==> src/rtl/lsu_pkg.sv <==
// Shared types and helpers for the memory-stage load/store unit.
// Contents:
//   lsu_state_e - transaction FSM states
//   MASK_*      - byte-mask encodings used by mem_read / mem_write
//   mask_legal  - 1 when a mask is one of B/H/W and naturally aligned
package lsu_pkg;

  typedef enum logic [1:0] {
    IDLE = 2'd0,
    REQ  = 2'd1,
    RESP = 2'd2,
    DONE = 2'd3
  } lsu_state_e;

  localparam logic [3:0] MASK_NONE = 4'b0000;
  localparam logic [3:0] MASK_B    = 4'b0001;
  localparam logic [3:0] MASK_H    = 4'b0011;
  localparam logic [3:0] MASK_W    = 4'b1111;

  function automatic logic mask_legal(input logic [3:0] mask, input logic [1:0] offset);
    logic ok;
    case (mask)
      MASK_B:  ok = 1'b1;
      MASK_H:  ok = (offset[0] == 1'b0);
      MASK_W:  ok = (offset == 2'b00);
      default: ok = 1'b0;
    endcase
    return ok;
  endfunction

endpackage

==> src/rtl/lsu_align.sv <==
// Combinational lane logic for the load/store unit.
// Ports:
//   st_mask_i, st_offset_i, st_wdata_i - store mask, byte offset, right-justified data
//   st_wdata_o, st_be_o                - lane-replicated store data and byte enables
//   ld_mask_i, ld_offset_i, ld_sign_i  - registered load controls
//   ld_rdata_i                         - full read word from the bus
//   ld_data_o                          - shifted, masked and extended load result
module lsu_align
  import lsu_pkg::*;
(
  input  logic [3:0]  st_mask_i,
  input  logic [1:0]  st_offset_i,
  input  logic [31:0] st_wdata_i,
  output logic [31:0] st_wdata_o,
  output logic [3:0]  st_be_o,
  input  logic [3:0]  ld_mask_i,
  input  logic [1:0]  ld_offset_i,
  input  logic        ld_sign_i,
  input  logic [31:0] ld_rdata_i,
  output logic [31:0] ld_data_o
);

  logic [31:0] ld_shifted;

  always_comb begin
    st_be_o = st_mask_i << st_offset_i;
    case (st_mask_i)
      MASK_B:  st_wdata_o = {4{st_wdata_i[7:0]}};
      MASK_H:  st_wdata_o = {2{st_wdata_i[15:0]}};
      default: st_wdata_o = st_wdata_i;
    endcase
  end

  always_comb begin
    ld_shifted = ld_rdata_i >> {ld_offset_i, 3'b000};
    case (ld_mask_i)
      MASK_B:  ld_data_o = {{24{ld_sign_i & ld_shifted[7]}}, ld_shifted[7:0]};
      MASK_H:  ld_data_o = {{16{ld_sign_i & ld_shifted[15]}}, ld_shifted[15:0]};
      default: ld_data_o = ld_shifted;
    endcase
  end

endmodule

==> src/rtl/load_store_unit.sv <==
// Memory-stage load/store unit: validates the decoded access, issues one
// byte-enabled request on the data bus, waits for the handshake (and the read
// response for loads, bounded by TIMEOUT_CYCLES) and returns the extended
// load result. The pipeline is stalled for the whole transaction.
// Ports:
//   clk, rst_n                                 - clock, async active-low reset
//   mem_read, mem_write, mem_sign_extend       - decoded access controls
//   mem_addr, mem_wdata                        - effective address, store data
//   lsu_stall, ld_data, ld_valid               - pipeline interface
//   access_err, timeout_err                    - one-cycle error pulses
//   bus_req_valid/ready, bus_we, bus_addr,
//   bus_be, bus_wdata                          - request channel
//   bus_rsp_valid, bus_rsp_data                - read response channel
//
// state | meaning
// IDLE  | waiting for an access; illegal ones pulse access_err here
// REQ   | request presented, fields held until bus_req_ready
// RESP  | load accepted, waiting for bus_rsp_valid or timeout
// DONE  | result visible, pipeline released for one cycle
module load_store_unit
  import lsu_pkg::*;
#(
  parameter int ADDR_W         = 32,
  parameter int DATA_W         = 32,
  parameter int TIMEOUT_CYCLES = 255
) (
  input  logic              clk,
  input  logic              rst_n,
  input  logic [3:0]        mem_read,
  input  logic [3:0]        mem_write,
  input  logic              mem_sign_extend,
  input  logic [ADDR_W-1:0] mem_addr,
  input  logic [DATA_W-1:0] mem_wdata,
  output logic              lsu_stall,
  output logic [DATA_W-1:0] ld_data,
  output logic              ld_valid,
  output logic              access_err,
  output logic              timeout_err,
  output logic              bus_req_valid,
  input  logic              bus_req_ready,
  output logic              bus_we,
  output logic [ADDR_W-1:0] bus_addr,
  output logic [3:0]        bus_be,
  output logic [DATA_W-1:0] bus_wdata,
  input  logic              bus_rsp_valid,
  input  logic [DATA_W-1:0] bus_rsp_data
);

  localparam int CNT_W = $clog2(TIMEOUT_CYCLES + 1);
  localparam logic [CNT_W-1:0] CNT_LAST = CNT_W'(TIMEOUT_CYCLES - 1);

  lsu_state_e        state_q, state_d;
  logic [ADDR_W-1:0] addr_q, addr_d;
  logic [3:0]        be_q, be_d;
  logic              we_q, we_d;
  logic [DATA_W-1:0] wdata_q, wdata_d;
  logic [1:0]        ld_off_q, ld_off_d;
  logic [3:0]        ld_mask_q, ld_mask_d;
  logic              ld_sign_q, ld_sign_d;
  logic [CNT_W-1:0]  cnt_q, cnt_d;
  logic [DATA_W-1:0] ld_data_q, ld_data_d;

  logic              access;
  logic              illegal;
  logic [3:0]        acc_mask;
  logic [DATA_W-1:0] st_wdata;
  logic [3:0]        st_be;
  logic [DATA_W-1:0] ld_ext;

  // Only one of the masks is nonzero for a legal access, so OR-ing them
  // yields the access mask used for lanes and alignment.
  assign acc_mask = mem_read | mem_write;
  assign access   = (mem_read != MASK_NONE) || (mem_write != MASK_NONE);
  assign illegal  = access &&
                    (((mem_read != MASK_NONE) && (mem_write != MASK_NONE)) ||
                     !mask_legal(acc_mask, mem_addr[1:0]));

  lsu_align u_align (
    .st_mask_i   (acc_mask),
    .st_offset_i (mem_addr[1:0]),
    .st_wdata_i  (mem_wdata),
    .st_wdata_o  (st_wdata),
    .st_be_o     (st_be),
    .ld_mask_i   (ld_mask_q),
    .ld_offset_i (ld_off_q),
    .ld_sign_i   (ld_sign_q),
    .ld_rdata_i  (bus_rsp_data),
    .ld_data_o   (ld_ext)
  );

  always_ff @(posedge clk or negedge rst_n) begin
    if (!rst_n) begin
      state_q   <= IDLE;
      addr_q    <= '0;
      be_q      <= '0;
      we_q      <= 1'b0;
      wdata_q   <= '0;
      ld_off_q  <= '0;
      ld_mask_q <= '0;
      ld_sign_q <= 1'b0;
      cnt_q     <= '0;
      ld_data_q <= '0;
    end else begin
      state_q   <= state_d;
      addr_q    <= addr_d;
      be_q      <= be_d;
      we_q      <= we_d;
      wdata_q   <= wdata_d;
      ld_off_q  <= ld_off_d;
      ld_mask_q <= ld_mask_d;
      ld_sign_q <= ld_sign_d;
      cnt_q     <= cnt_d;
      ld_data_q <= ld_data_d;
    end
  end

  always_comb begin
    state_d       = state_q;
    addr_d        = addr_q;
    be_d          = be_q;
    we_d          = we_q;
    wdata_d       = wdata_q;
    ld_off_d      = ld_off_q;
    ld_mask_d     = ld_mask_q;
    ld_sign_d     = ld_sign_q;
    cnt_d         = cnt_q;
    ld_data_d     = ld_data_q;
    lsu_stall     = 1'b0;
    access_err    = 1'b0;
    timeout_err   = 1'b0;
    bus_req_valid = 1'b0;
    ld_valid      = 1'b0;

    case (state_q)
      IDLE: begin
        if (illegal) begin
          access_err = 1'b1;
        end else if (access) begin
          lsu_stall = 1'b1;
          addr_d    = {mem_addr[ADDR_W-1:2], 2'b00};
          be_d      = st_be;
          we_d      = (mem_write != MASK_NONE);
          wdata_d   = st_wdata;
          ld_off_d  = mem_addr[1:0];
          ld_mask_d = acc_mask;
          ld_sign_d = mem_sign_extend;
          state_d   = REQ;
        end
      end
      REQ: begin
        lsu_stall     = 1'b1;
        bus_req_valid = 1'b1;
        if (bus_req_ready) begin
          cnt_d   = '0;
          state_d = we_q ? DONE : RESP;
        end
      end
      RESP: begin
        lsu_stall = 1'b1;
        cnt_d     = cnt_q + CNT_W'(1);
        // A response on the last allowed cycle takes priority over timeout.
        if (bus_rsp_valid) begin
          ld_data_d = ld_ext;
          state_d   = DONE;
        end else if (cnt_q == CNT_LAST) begin
          timeout_err = 1'b1;
          ld_data_d   = '0;
          state_d     = DONE;
        end
      end
      DONE: begin
        ld_valid = !we_q;
        state_d  = IDLE;
      end
      default: state_d = IDLE;
    endcase
  end

  assign bus_we    = we_q;
  assign bus_addr  = addr_q;
  assign bus_be    = be_q;
  assign bus_wdata = wdata_q;
  assign ld_data   = ld_data_q;

endmodule

==> config.mk <==
export PLATFORM = sky130hd
export DESIGN_NAME = load_store_unit
export DESIGN_NICKNAME = d
export VERILOG_FILES = /design/src/rtl/lsu_pkg.sv /design/src/rtl/lsu_align.sv /design/src/rtl/load_store_unit.sv
export SDC_FILE = /design/constraint.sdc
export NUM_CORES = 1
export LEC_CHECK = 0
export BUFFER_PORTS_ARGS = -buffer_cell sky130_fd_sc_hd__buf_2
export CAP_MARGIN = 0
export CORE_MARGIN = 3
export CORE_UTILIZATION = 55
export CTS_BUF_LIST = sky130_fd_sc_hd__clkbuf_8
export DETAILED_ROUTE_END_ITERATION = 8
export GPL_TIMING_DRIVEN = 0
export PLACE_DENSITY = 0.94
export SETUP_SLACK_MARGIN = 0.5
export SYNTH_ARGS = -nofsm -noshare
export SYNTH_HDL_FRONTEND = slang
export SYNTH_SLANG_ARGS = --single-unit
==> constraint.sdc <==
create_clock -name clk -period 4.9 [get_ports clk]
set_input_delay 0.98 -clock clk [delete_from_list [all_inputs] [get_ports clk]]
set_output_delay 0.98 -clock clk [all_outputs]
set_load 0.05 [all_outputs]
After elaboration in Yosys (flattened, before gate mapping):

Index checks and enable logic that the tools add are counted.

* bits in registers: 116
* bits of input ports: 109

* add/subtract/negate cells: 1
* eq/ne operators: 13
* shift operators: 2
* muxes and demuxes: 24
* bitwise gates (word level): 5
* reduce and logical (&&, ||, !) cells: 17

Operators by type and width (number)
* 32-bit case mux with 2 select lines: 2
* 32-bit two-way mux: 2
* 32-bit by 5-bit >> shifter with 32-bit output: 1
* 8-bit case mux with 2 select lines: 1
* 1-bit two-way mux: 10
* 2-bit two-way mux: 5
* 8-bit by 1-bit adder with 8-bit output, second input constant: 1
* 4-bit by 1-bit equality test with 1-bit output, second input constant: 2
* 4-bit by 2-bit equality test with 1-bit output, second input constant: 2
* 8-bit equality test, second input constant: 1
* 8-bit two-way mux: 1
* 2-bit case mux with 4 select lines: 1
* 4-bit nonzero test: 2
* 2-bit != test, second input constant: 3
* 2-bit equality test, second input constant: 2
* 4-bit equality test, second input constant: 1
* 2-bit zero test: 2
* 4-bit OR: 1
* 2-bit AND reduction: 2
* 4-bit AND reduction: 1
* 2-bit nonzero test: 2
* 4-bit by 2-bit left shift with 4-bit output: 1
* 3-bit != test, second input constant: 1
* 1-bit case mux with 3 select lines: 1
* 9 further kinds: 14

Logic depth before layout (Yosys ltp):

* depth after elaboration: 8
* depth in mapped cells: 8
* mapped depth without buffers: 7

Hierarchy:

Synthesis repeated with hierarchy kept, for this count alone.

* cell total of the unflattened synthesis: 496
* area total of the unflattened synthesis: 6167.2 µm²

Modules (own cells, without submodules)
* load_store_unit: times used 1, cells each 317, area an instance 4693.3 µm²
* lsu_align: times used 1, cells each 179, area an instance 1473.9 µm²

Worst setup path after synthesis:

Ideal clock, no wire load.

* path type: input to output
* from: input port mem_read[1]
* to: output port lsu_stall
* arrival time: 3.146 ns
* required time: 3.920 ns
* path slack: 0.774 ns
* stages on the path: 8
* cell sequence: clkbuf_1 > nor2_2 > o31a_1 > nor4_2 > buf_2 > buf_2 > nor2_1 > nor2_1

* cells in the longest elaborated chain, start to end: 8
* elaborated cells between the ends (all ways): 14
* those cells by class: 3 x eq/ne; 4 x mux; 1 x bitwise; 6 x reduce/logical

RTL lines
* start: declaration: RTL line load_store_unit.sv:29 `input logic [3:0] mem_read,`
* 4-bit OR: RTL line load_store_unit.sv:72 `assign acc_mask = mem_read | mem_write;`
* 4-bit equality test (tied with other cells): RTL line lsu_pkg.sv:22 `case (mask)`
* 1-bit case mux with 3 select lines: RTL line lsu_pkg.sv:22
* 1-bit zero test: RTL line load_store_unit.sv:76 `!mask_legal(acc_mask, mem_addr[1:0]));`
* 1-bit logical OR: RTL line load_store_unit.sv:75 `(((mem_read != MASK_NONE) && (mem_write != MASK_NONE)) ||`
* 1-bit logical AND: RTL line load_store_unit.sv:74 `assign illegal = access &&`
* 1-bit two-way mux *: RTL line load_store_unit.sv:136 `if (illegal) begin`
* 1-bit case mux with 2 select lines *: RTL line load_store_unit.sv:134 `case (state_q)`
* end: declaration: RTL line load_store_unit.sv:34 `output logic lsu_stall,`

Mark *: on every way between the ends. The rest lies on a longest branch, timed or not.

Worst setup path after layout:

Same ends and word-level chain as after synthesis.

==> metrics.md <==
| Metric | Value |
|---|---|
| Status | `finished, final reports clean` |
| Synth Warn # | `0` |
| Met2 usage | `50.36%` |
| Comb power frac | `46.2%` |
| PD cells | `615.6 mW/mm2` |
| Gr busiest metal | `met2` |
| Clk buf depth | `2` |
| Post-synth top area cell | `dfrtp_1` |
| Maximum clock rate | `236.4 MHz` |
| Vias in the first global route | `5245` |
| Routed WL | `16530 um` |
| Root buf cell | `clkbuf_8` |
| Crit Path Category | `input port to output port` |
| Worst EP arrival | `3.25 ns` |
| Fin util | `74.12%` |
| Met1 GRT Util | `34.03%` |
| Most common cell after layout, fill and taps aside | `buf_2` |
| Register share of total power | `32.0%` |
| Commonest non-fill, non-tap cells in the layout | `buf_2 (217), dfrtp_1 (116), mux2_2 (82)` |
| I/O Buffers | `210` |
| Cells after Synth | `475` |
| CTS tree | `yes` |
| Post-synthesis mux area share | `24.50%` |
| Sequential fraction of the synthesis area | `51.68%` |
| Cell Area, Placed | `0.006868 mm2` |
| GRT overflow | `0` |
| P_int | `2.384 mW` |
| Post-CTS Setup Inserts | `0` |
| Nets@finish | `823` |
| Main flop type after synthesis | `dfrtp_1` |
| WP data required | `3.92 ns` |
| Antenna cells | `0` |
| Crit share post-route | `86.32%` |
| Synth Area in Compound Gates | `10.05%` |
| Synth top area cells | `dfrtp_1 (52%), mux2_2 (16%), mux2i_1 (5.0%), o21ai_0 (3.5%), a221o_1 (2.9%)` |
| Num rows | `36` |
| Post-layout minimum cycle time | `4.230 ns` |
| I/O pin cnt | `215` |
| Die H | `107.1 um` |
| Final instance area | `0.007312 mm2` |
| Post-Syn Area | `0.005617 mm2` |
| Fin worst setup slack | `0.6705 ns` |
| Slew @ Worst Pin | `1.255 ns` |
| Peak supply drop | `359.5 uV` |
| Drt initial violations | `298` |
| Critical path cell sequence | `clkbuf_1 > nor2_2 > o31a_1 > nor4_2 > buf_2 > buf_2 > nor2_1 > nor2_1 > buf_2` |
| Clock Skew | `0.008467 ns` |
| Vias | `4882` |
| Sw Share | `47.04%` |
| Area grow syn2layout | `30.18%` |
| Top cell type's share of synthesized area | `51.68%` |
| Distinct cells, synth | `46` |
| GR Util met3 | `10.23%` |
| Initial Util | `56.94%` |
| Xor-xnor portion of the synthesized cell area | `0.4678%` |
| Clock-pin slew on the worst setup and hold paths | `0.07 ns` |
| Hold Crit Class | `flip-flop to flip-flop` |
| Post-synthesis adder-cell area fraction | `1.960%` |
| GP Congestion | `0.9440` |
| First-pass GRT wire length | `26430 um` |
| Final Hold Vio Count | `0` |
| Worst Setup Start Kind | `input port` |
| RSZ-0062 raised after global routing | `false` |
| Slew headroom | `15.56%` |
| Main combinational cell family by area after synthesis | `multiplexers` |
| Core area | `0.009864 mm2` |
| Largest net degree at the start of global routing | `67` |
| Leak Pwr | `3.819 nW` |
| Layout cells sized above 1 | `49.24%` |
| Detailed placement HPWL | `12230 um` |
| Routed Antenna Nets | `0` |
| Die footprint | `0.01146 mm2` |
| Flops & latches, synth | `116` |
| Avg Cell Area, Syn | `11.82 um2` |
| Crit path top cell by count | `buf_2` |
| Setup Viol. Count Final | `0` |
| CTS H-Tree Depth | `4` |
| CP bufs+invs | `4` |
| Setup TNS | `0 ns` |
| Psw | `2.117 mW` |
| Clk network pwr share | `21.8%` |
| Die Width | `107.1 um` |
| DR WL/cell | `19.40 um` |
| FFs w/ async S/R, synth | `100.0%` |
| Drt drc | `0` |
| CP max stage cell | `o31a_1` |
| Total track usage | `29.69%` |
| Detailed-route vias per instance | `5.730` |
| CTS Buf Count | `17` |
| CP Capture Type | `output port` |
| Max-slew violations | `0` |
| Power Total | `4.501 mW` |
| Worst skew pair latency | `0.42 ns` |
| Fillers | `660` |
| Max Cap Violations | `0` |
| TritonRoute pass-1 iters | `5` |
| Crit path max-delay family | `buffers and inverters` |
| EDFF count, synth | `0` |
| CP Max Fanout | `10` |
| Post-synthesis simple-gate area fraction | `7.997%` |
| Clock sinks | `116` |
| Pre-CTS setup slack | `0.6996 ns` |
| Initial antenna violation count | `0` |
| CP peak stage delay | `0.37 ns` |
power by group through the flow:
stage / clock network, mW / registers [mW] / logic, mW
detailed placement: 0 / 1.45 / 2.07
CTS: 0.997 / 1.43 / 2.09
finish: 0.980 / 1.44 / 2.08
global placement: 0 / 1.42 / 2.02
floorplan: 0 / 2.29 / 0.658
global route: 1.04 / 1.47 / 2.19
synth_stat cells (3+ instances only):
cell type,instances
nand4_1,4
ha_1,8
nor2_1,20
or3_1,3
nand3_1,3
a221o_1,16
a211oi_1,3
a21oi_1,21
nor3_1,5
dfrtp_1,116
nor4_1,3
o21ai_0,39
buf_2,8
nand2_1,40
mux2_4,10
xor2_1,3
mux2i_1,28
mux2_2,82
clkbuf_1,18
inv_1,9
layer usage:
metal	routed length (um)	vias to the layer above
met1	6051	2384
met2	8379	266
met3	1521	60
met4	576	0
met5	0	-
li1	-	2172
final cells by class:
class	count	area [um2]	share of cell area, %
inverter	9	33.78	0.4620
sequential	116	2903	39.70
multi-input combinational	320	2540	34.74
clock inverter	15	203.9	2.789
clock buffer	17	234.0	3.200
tap	133	166.4	2.276
buffer	31	150.1	2.053
timing repair buffer	211	1081	14.78
worst paths after layout:
kind | start | end | slack (ns) | cells past startpoint
max | mem_read[1] | lsu_stall | 0.67 | 9
min in group asynchronous | rst_n | cnt_q[3] | 0.58 | 1
min reg2reg | ld_mask_q[0] | ld_mask_q[0] | 0.46 | 1
max in group asynchronous | rst_n | bus_addr[20] | 3.59 | 2
min | ld_mask_q[0] | ld_mask_q[0] | 0.46 | 1
max reg2reg | state_q[0] | ld_data[25] | 2.22 | 6
metrics by stage:
step	cells	hold WS [ns]
6_report	852	0.4635
2_1_floorplan	476	0.4304
3_5_place_dp	820	0.4498
5_1_grt	852	0.5025
3_3_place_gp	819	0.4444
4_1_cts	852	0.4659
cells by family after synthesis:
group | count (synthesis)
other | 1
buffers and inverters | 40
XOR/XNOR | 3
multiplexers | 121
AO/OA/AOI/OAI | 90
flip-flops | 116
AND/OR/NAND/NOR | 95
adder cells (fa/ha/maj) | 9
flip-flops by register name (all words and copies together), names as in the netlist:
| name | cells |
|---|---|
| ld_data | 32 |
| ld_mask_q | 4 |
| ld_off_q | 2 |
| bus_wdata | 32 |
| bus_be | 4 |
| ld_sign_q | 1 |
| bus_addr | 30 |
| cnt_q | 8 |
| bus_we | 1 |
| state_q | 2 |
repair_timing:
item / CTS / global route
hold buffers: 0 / 0
endpoints found under the setup margin: 0 / 1
gates resized for setup: 0 / 1
Note: power is estimated with default switching activity, not from simulation.
